**config.mk**
```make
export PLATFORM = sky130hd
export DESIGN_NAME = stream_demux_2
export DESIGN_NICKNAME = d
export VERILOG_FILES = /design/src/rtl/stream_demux_2.sv
export SDC_FILE = /design/constraint.sdc
export NUM_CORES = 1
export LEC_CHECK = 0
export CORE_ASPECT_RATIO = 0.75
export CORE_UTILIZATION = 45
export CTS_CLUSTER_SIZE = 30
export DETAILED_ROUTE_END_ITERATION = 8
export PLACE_DENSITY_LB_ADDON = 0.3
export SETUP_SLACK_MARGIN = 0.02
export SLEW_MARGIN = 20
export SYNTH_ARGS = -nofsm -noshare
export SYNTH_HDL_FRONTEND = slang
export SYNTH_SLANG_ARGS = --single-unit
```
**constraint.sdc**
```tcl
create_clock -name clk_i -period 4.4 [get_ports clk_i]
set_input_delay 1.32 -clock clk_i [delete_from_list [all_inputs] [get_ports clk_i]]
set_output_delay 1.32 -clock clk_i [all_outputs]
set_load 0.005 [all_outputs]
```
**src/rtl/stream_demux_2.sv**
```systemverilog
// Two-way valid/ready packet demultiplexer with a one-beat register slot per output.
// The destination is chosen from select_i on a packet's first beat and held until its last beat.
module stream_demux_2 #(
    parameter int DATA_WIDTH = 8
) (
    input  logic                  clk_i,
    input  logic                  rst_n_i,
    input  logic                  select_i,
    input  logic [DATA_WIDTH-1:0] s_data_i,
    input  logic                  s_last_i,
    input  logic                  s_valid_i,
    output logic                  s_ready_o,
    output logic [DATA_WIDTH-1:0] m0_data_o,
    output logic                  m0_last_o,
    output logic                  m0_valid_o,
    input  logic                  m0_ready_i,
    output logic [DATA_WIDTH-1:0] m1_data_o,
    output logic                  m1_last_o,
    output logic                  m1_valid_o,
    input  logic                  m1_ready_i
);

    typedef enum logic [0:0] {
        ST_IDLE  = 1'b0,
        ST_ROUTE = 1'b1
    } state_e;

    state_e                state_q, state_d;
    logic                  dest_q, dest_d;

    logic                  m0_valid_q, m0_valid_d;
    logic                  m0_last_q, m0_last_d;
    logic [DATA_WIDTH-1:0] m0_data_q, m0_data_d;
    logic                  m1_valid_q, m1_valid_d;
    logic                  m1_last_q, m1_last_d;
    logic [DATA_WIDTH-1:0] m1_data_q, m1_data_d;

    logic                  target_s;
    logic                  free0_s;
    logic                  free1_s;
    logic                  ready_s;
    logic                  accept_s;
    logic                  load0_s;
    logic                  load1_s;

    // Target selection and input handshake; only the target slot gates s_ready_o.
    always_comb begin
        free0_s = ~m0_valid_q | m0_ready_i;
        free1_s = ~m1_valid_q | m1_ready_i;
        if (state_q == ST_ROUTE) begin
            target_s = dest_q;
        end else begin
            target_s = select_i;
        end
        ready_s  = target_s ? free1_s : free0_s;
        accept_s = s_valid_i & ready_s;
        load0_s  = accept_s & ~target_s;
        load1_s  = accept_s & target_s;
    end

    // Packet FSM: a lock is only taken for multi-beat packets.
    always_comb begin
        state_d = state_q;
        dest_d  = dest_q;
        case (state_q)
            ST_IDLE: begin
                if (accept_s && !s_last_i) begin
                    state_d = ST_ROUTE;
                    dest_d  = select_i;
                end else begin
                    state_d = ST_IDLE;
                end
            end
            ST_ROUTE: begin
                if (accept_s && s_last_i) begin
                    state_d = ST_IDLE;
                end else begin
                    state_d = ST_ROUTE;
                end
            end
            default: begin
                state_d = ST_IDLE;
                dest_d  = 1'b0;
            end
        endcase
    end

    // Output slot 0: a load wins over a drain so a same-cycle drain+load keeps valid high.
    always_comb begin
        m0_valid_d = m0_valid_q;
        m0_last_d  = m0_last_q;
        m0_data_d  = m0_data_q;
        if (load0_s) begin
            m0_valid_d = 1'b1;
            m0_last_d  = s_last_i;
            m0_data_d  = s_data_i;
        end else if (m0_ready_i) begin
            m0_valid_d = 1'b0;
        end else begin
            m0_valid_d = m0_valid_q;
        end
    end

    // Output slot 1: same policy as slot 0.
    always_comb begin
        m1_valid_d = m1_valid_q;
        m1_last_d  = m1_last_q;
        m1_data_d  = m1_data_q;
        if (load1_s) begin
            m1_valid_d = 1'b1;
            m1_last_d  = s_last_i;
            m1_data_d  = s_data_i;
        end else if (m1_ready_i) begin
            m1_valid_d = 1'b0;
        end else begin
            m1_valid_d = m1_valid_q;
        end
    end

    // FSM and destination lock registers.
    always_ff @(posedge clk_i or negedge rst_n_i) begin
        if (!rst_n_i) begin
            state_q <= ST_IDLE;
            dest_q  <= 1'b0;
        end else begin
            state_q <= state_d;
            dest_q  <= dest_d;
        end
    end

    // Slot registers; reset discards any beat in flight.
    always_ff @(posedge clk_i or negedge rst_n_i) begin
        if (!rst_n_i) begin
            m0_valid_q <= 1'b0;
            m0_last_q  <= 1'b0;
            m0_data_q  <= {DATA_WIDTH{1'b0}};
            m1_valid_q <= 1'b0;
            m1_last_q  <= 1'b0;
            m1_data_q  <= {DATA_WIDTH{1'b0}};
        end else begin
            m0_valid_q <= m0_valid_d;
            m0_last_q  <= m0_last_d;
            m0_data_q  <= m0_data_d;
            m1_valid_q <= m1_valid_d;
            m1_last_q  <= m1_last_d;
            m1_data_q  <= m1_data_d;
        end
    end

    assign s_ready_o  = ready_s;
    assign m0_valid_o = m0_valid_q;
    assign m0_last_o  = m0_last_q;
    assign m0_data_o  = m0_data_q;
    assign m1_valid_o = m1_valid_q;
    assign m1_last_o  = m1_last_q;
    assign m1_data_o  = m1_data_q;

endmodule

```
==> flow_metrics.py <==
metrics = {
    "setup_path": {
        "cp.required_ns": 3.08,
        "path_delay_family": "buffers and inverters",
        "crit_chain": "clkdlybuf4s50_1 > mux2i_1 > mux2_2 > clkdlybuf4s50_1",
        "path_buf_inv": 2,
        "worstSetupPathType": "in2out",
        "slowest_stage": "clkdlybuf4s50_1",
        "end_kind": "output port",
        "critPathMaxFanout": 3,
        "max_stage_delay_ns": 0.44,
        "crit_arrival_ns": 2.84,
        "crit_path_start_kind": "primary input",
        "critPathMostFrequentCell": "clkdlybuf4s50_1",
    },
    "yosys": {
        "synth_compound_area_share_pct": 2.79,
        "synthCells": 54,
        "synth_top_area_cell": "dfrtp_1",
        "synth-seq-cells": 22,
        "yosysWarnings": 0,
        "synth_area_per_cell_um2": 17.4,
        "ys_types": 14,
        "syn_nets": 69,
        "synth-main-ff-cell": "dfrtp_1",
        "ys_top_cells_by_count": "dfrtp_1, mux2_4, mux2_2",
        "syn_area_um2": 941,
        "synth_top_area_share_pct": 58.5,
        "yosys.area_share.simple_pct": 5.32,
        "synthAdderAreaFrac_pct": 0,
        "synth-edff-count": 0,
        "synth_top_family_by_area": "multiplexers",
        "yosysMostFrequentCell": "dfrtp_1",
        "synth.area.mux_share_pct": 30.6,
        "ys_seq_area_share_pct": 58.5,
        "synth_xor_area_share_pct": 0,
        "synth.area.top_cells": "dfrtp_1, mux2_4, mux2_2",
        "synthArstFlopShare_pct": 100,
    },
    "run": {
        "cap_violations": 0,
    },
    "global_route": {
        "overflow": 0,
        "grt_pass1_vias": 612,
        "grt_max_degree": 23,
        "grt_pass1_wl_mm": 2.93,
        "grt_usage_pct": 18.6,
        "antenna_found_initial": 0,
    },
    "finish": {
        "final_nets": 107,
        "drive_gt1_share_pct": 27.8,
        "area_growth_pct": 39.8,
        "n_antenna_cell": 0,
    },
    "outcome": {
        "outcome": "finished clean",
    },
    "clocking": {
        "holdBufCountCts": 0,
        "cts_sinks": 22,
        "clk_path_buf_depth": 2,
        "cts_tree": "done",
        "cts_buffers": 3,
        "clock_latency_ns": 0.31,
        "ctsResizeCount": 0,
        "clk_pin_slew_ns": 0.11,
        "postCtsSetupBuffers": 0,
        "cts.htree.levels": 1,
        "cts_root_buffer": "clkbuf_4",
    },
    "drt": {
        "avgViaCountPerCell": 5.17,
        "wl_mm": 1.80,
        "firstDrtPassIters": 2,
        "ant_nets": 0,
        "drt-initial-drc-count": 2,
        "drcViolationCount": 0,
        "dr_total_vias": 579,
        "routedWlPerCell_um": 16.0,
    },
    "floorplan": {
        "core_area_um2": 1840,
        "pin_count": 36,
        "fp.dieArea_um2": 2280,
        "start_util_pct": 51.2,
        "die-width_um": 54.8,
        "die_h_um": 41.6,
        "row_count": 13,
    },
    "timing": {
        "hold_violations": 0,
        "period_share_pct": 94.4,
        "fmax_mhz": 241,
        "finalSetupTns_ns": 0,
        "finClkSkew_ns": 0.00622,
        "relSlewSlack_pct": 37.2,
        "slew_viol_final": 0,
        "period_minus_slack_ns": 4.16,
        "setup_viol_count_final": 0,
        "grt_setup_unrepaired": "false",
        "tightest_slew_ns": 0.939,
    },
    "power_and_ir_drop": {
        "p_leak_nw": 0.601,
        "cellPowerDensity_nw_per_um2": 666,
        "power_mw": 0.876,
        "peakVddDrop_v": 0.000516,
    },
    "place": {
        "io_buffer_count": 35,
        "hpwl_mm": 1.37,
        "routabilityCongestion": 0.663,
    },
    "hold_path": {
        "hold_path_class": "reg2reg",
    },
}
## worst reg2reg max path, cell delays in order, from the launching register on
cell and delay [ns]:
dfrtp_1 0.42, mux2i_1 0.36, nand3_2 0.39, a211oi_2 0.29
mux2_1 0.34
## metrics by stage
stage               utilization, %  instances  hold slack, ns  setup slack, ns  instance area, um^2
finish                        71.5        112           0.501            0.245                 1320
global route                  71.5        112           0.543            0.182                 1320
CTS                           71.5        112           0.502            0.238                 1320
detailed placement            70.3        109           0.476            0.232                 1290
global placement              70.3        109           0.480            0.298                 1290
floorplan                        -         54           0.458             1.16                  941
## per-layer routing
metal  vias up  routed length [um]  GRT usage, %
met4         0                  16          3.08
met3         3                  93          8.06
li1        267                   -             -
met2        20                 935          29.9
met5         -                   0             0
met1       289                 753          23.2
## placed cells by master (no fill, tap or decap)
master           instances
mux2_1                   1
nand2b_1                 2
a31o_1                   1
mux2i_1                  1
a211oi_2                 1
dfrtp_1                 22
nand2_1                  2
mux2_4                  14
clkdlybuf4s50_1         35
nand3b_4                 1
mux2_2                   5
clkbuf_4                 3
a21oi_1                  1
nand3_2                  1
## final cells by class
class | count | area, um^2
flip-flops and latches | 22 | 551
fillers | 127 | 523
multi-input cells | 30 | 364
repair buffers | 35 | 350
well taps | 22 | 27.5
clock buffers | 3 | 22.5
## power by group
group	internal, mW	switching (mW)	total, mW
Sequential	0.303	0.0618	0.364
Combinational	0.306	0.117	0.422
Clock	0.0320	0.0568	0.0888
## cells by family after synthesis
family                 Yosys count
buffers and inverters            2
AND/OR/NAND/NOR                  6
AO/OA/AOI/OAI                    3
flip-flops                      22
multiplexers                    21
## final timing paths
kind / start / endpoint / slack, ns / depth (start not counted)
worst max register to register: flip-flop / dest_q$_DFFE_PN0P_ / 2.51 / 4
worst max-delay path: select_i / s_ready_o / 0.24 / 4
max in group asynchronous: rst_n_i / m1_data_o[5]$_DFFE_PN0P_ / 2.30 / 1
worst min register to register: dest_q$_DFFE_PN0P_ / dest_q$_DFFE_PN0P_ / 0.50 / 1
worst min-delay path: dest_q$_DFFE_PN0P_ / dest_q$_DFFE_PN0P_ / 0.50 / 1
min in group asynchronous: rst_n_i / m0_data_o[5]$_DFFE_PN0P_ / 1.53 / 1
## sequential cells by signal (all words and copies together) (netlist names), named ones only
name,flops
m1_last_o,1
m0_data_o,8
m1_valid_o,1
dest_q,1
m0_last_o,1
m0_valid_o,1
m1_data_o,8
Note: power is estimated with default switching activity, not from simulation.
==> variant: new RTL, same settings <==
`DATA_WIDTH`: 8 -> 12.
--- a/src/rtl/stream_demux_2.sv
+++ b/src/rtl/stream_demux_2.sv
@@ -2,5 +2,5 @@
 // The destination is chosen from select_i on a packet's first beat and held until its last beat.
 module stream_demux_2 #(
-    parameter int DATA_WIDTH = 8
+    parameter int DATA_WIDTH = 12
 ) (
     input  logic                  clk_i,
Ports: changed (resized m0_data_o, m1_data_o and s_data_i); port bits go from 36 to 48. The function was not compared with the original's and may differ.
==> variant against the unedited design <==
- sequential cell count up 8
- register-to-register slack better by 0.08 ns
- combinational power up 34%
- total power up 46%
- cell count up 43%
- critical endpoint unchanged
- design area up 39%
- routed wire length up 28%
- critical path depth unchanged
- largest power group unchanged
- area after synthesis up 32%
- sequential power up 35%
- clock power rose to 2.5 times the old value
- setup slack worse by 0.013 ns
- fmax down 0.31%
==> variant: results (changes against the unedited design) <==
- The latest clock arrival within the worst-skew pair was 0.28 ns (was 0.31 ns).
- The final weighted congestion in routability-driven placement came to 0.580 (was 0.663).
- The routed metal-1 wirelength is 1050 µm (was 753 µm).
- The reported net switching power came to 0.330 mW (was 0.235 mW).
- The final worst clock skew is 0.00567 ns (was 0.00622 ns).
- The vias after detailed routing is 760 (was 579).
- The wire length of the first global-routing pass came to 3530 µm (was 2930 µm).
- The combinational logic power is 0.564 mW (was 0.422 mW).
- The length of the first detailed-routing pass in iterations is 4 (was 2).
- The clock group share of total power came to 17.4% (was 10.1%).
- Most used standard cells in the synthesized netlist: sky130_fd_sc_hd__dfrtp_1 (30), sky130_fd_sc_hd__mux2_4 (14), sky130_fd_sc_hd__mux2_2 (13), sky130_fd_sc_hd__nand2_1 (2), sky130_fd_sc_hd__nand2b_1 (2) (was sky130_fd_sc_hd__dfrtp_1 (22), sky130_fd_sc_hd__mux2_4 (14), sky130_fd_sc_hd__mux2_2 (5), sky130_fd_sc_hd__nand2_1 (2), sky130_fd_sc_hd__nand2b_1 (2)).
- The depth of the CTS H-tree is 2 (was 1).
- The clock-pin transition on the worst setup and hold timing paths is 0.06 ns (was 0.11 ns).
- The peak supply drop is 0.349 mV (was 0.516 mV).
- The placed standard-cell area is 1740 µm² (was 1290 µm²).
- The final non-filler cell total is 160 (was 112).
- The fraction of the yosys area taken by sequential cells is 60.4% (was 58.5%).
- The worst-case setup slack after placement is 0.219 ns (was 0.232 ns).
- The number of multi-input combinational cells is 38 (was 30).
- The met1 usage in global routing is 19.6% (was 23.2%).
- The met2 wire length is 1080 µm (was 935 µm).
- The portion of the layout cell area used by clock cells came to 4.99% (was 1.71%).
- The clock sink count was 30 (was 22).
- The share of cells above drive strength 1 is 31.5% (was 27.8%).
- The total global routing track utilization is 16.9% (was 18.6%).
- The sequential share of cell area came to 41.0% (was 41.9%).
- The via count of the first global-routing pass was 738 (was 612).
- The library cell used as clock root buffer is sky130_fd_sc_hd__clkbuf_8 (was sky130_fd_sc_hd__clkbuf_4).
- Synth top area cells: sky130_fd_sc_hd__dfrtp_1 (60%), sky130_fd_sc_hd__mux2_4 (17%), sky130_fd_sc_hd__mux2_2 (12%) (was sky130_fd_sc_hd__dfrtp_1 (59%), sky130_fd_sc_hd__mux2_4 (22%), sky130_fd_sc_hd__mux2_2 (6.0%)).
- The slew at the pin closest to its max-slew limit is 0.369 ns (was 0.939 ns).
- The total met3 wirelength after detailed routing is 126 µm (was 93 µm).
- The site row count came to 16 (was 13).
- The count of buffers inserted at the top-level ports is 47 (was 35).
- Result of the run: completed (unchanged).
- The net count after synthesis is 89 (was 69).
- The count of plain and timing-repair buffers in the layout is 48 (was 35).
- The arrival time of the worst setup path was 2.85 ns (was 2.84 ns).
==> variant: cell types whose count changed after synthesis, sizes merged <==
cell   delta
dfrtp     +8
mux2      +8
==> variant: path summary, 6_finish.rpt <==
| check | from | end | slack, ns | depth (start not counted) |
|---|---|---|---|---|
| min reg2reg | m0_data_o[0] | m0_data_o[0] | 0.50 | 1 |
| max in group asynchronous | rst_n_i | m1_data_o[0] | 2.70 | 2 |
| max | select_i | s_ready_o | 0.23 | 4 |
| min | m0_data_o[0] | m0_data_o[0] | 0.50 | 1 |
| max reg2reg | register | dest_q | 2.59 | 4 |
| min in group asynchronous | rst_n_i | m0_valid_o | 1.42 | 2 |
==> variant: cells by family (layout without fill, tap and decap cells) <==
kind of cell,count (synthesis),in the layout,synth area share (%)
flip-flops,30,30,60.4
AO/OA/AOI/OAI,3,3,2.11
AND/OR/NAND/NOR,6,6,4.63
buffers and inverters,2,56,2.11
multiplexers,29,29,30.7
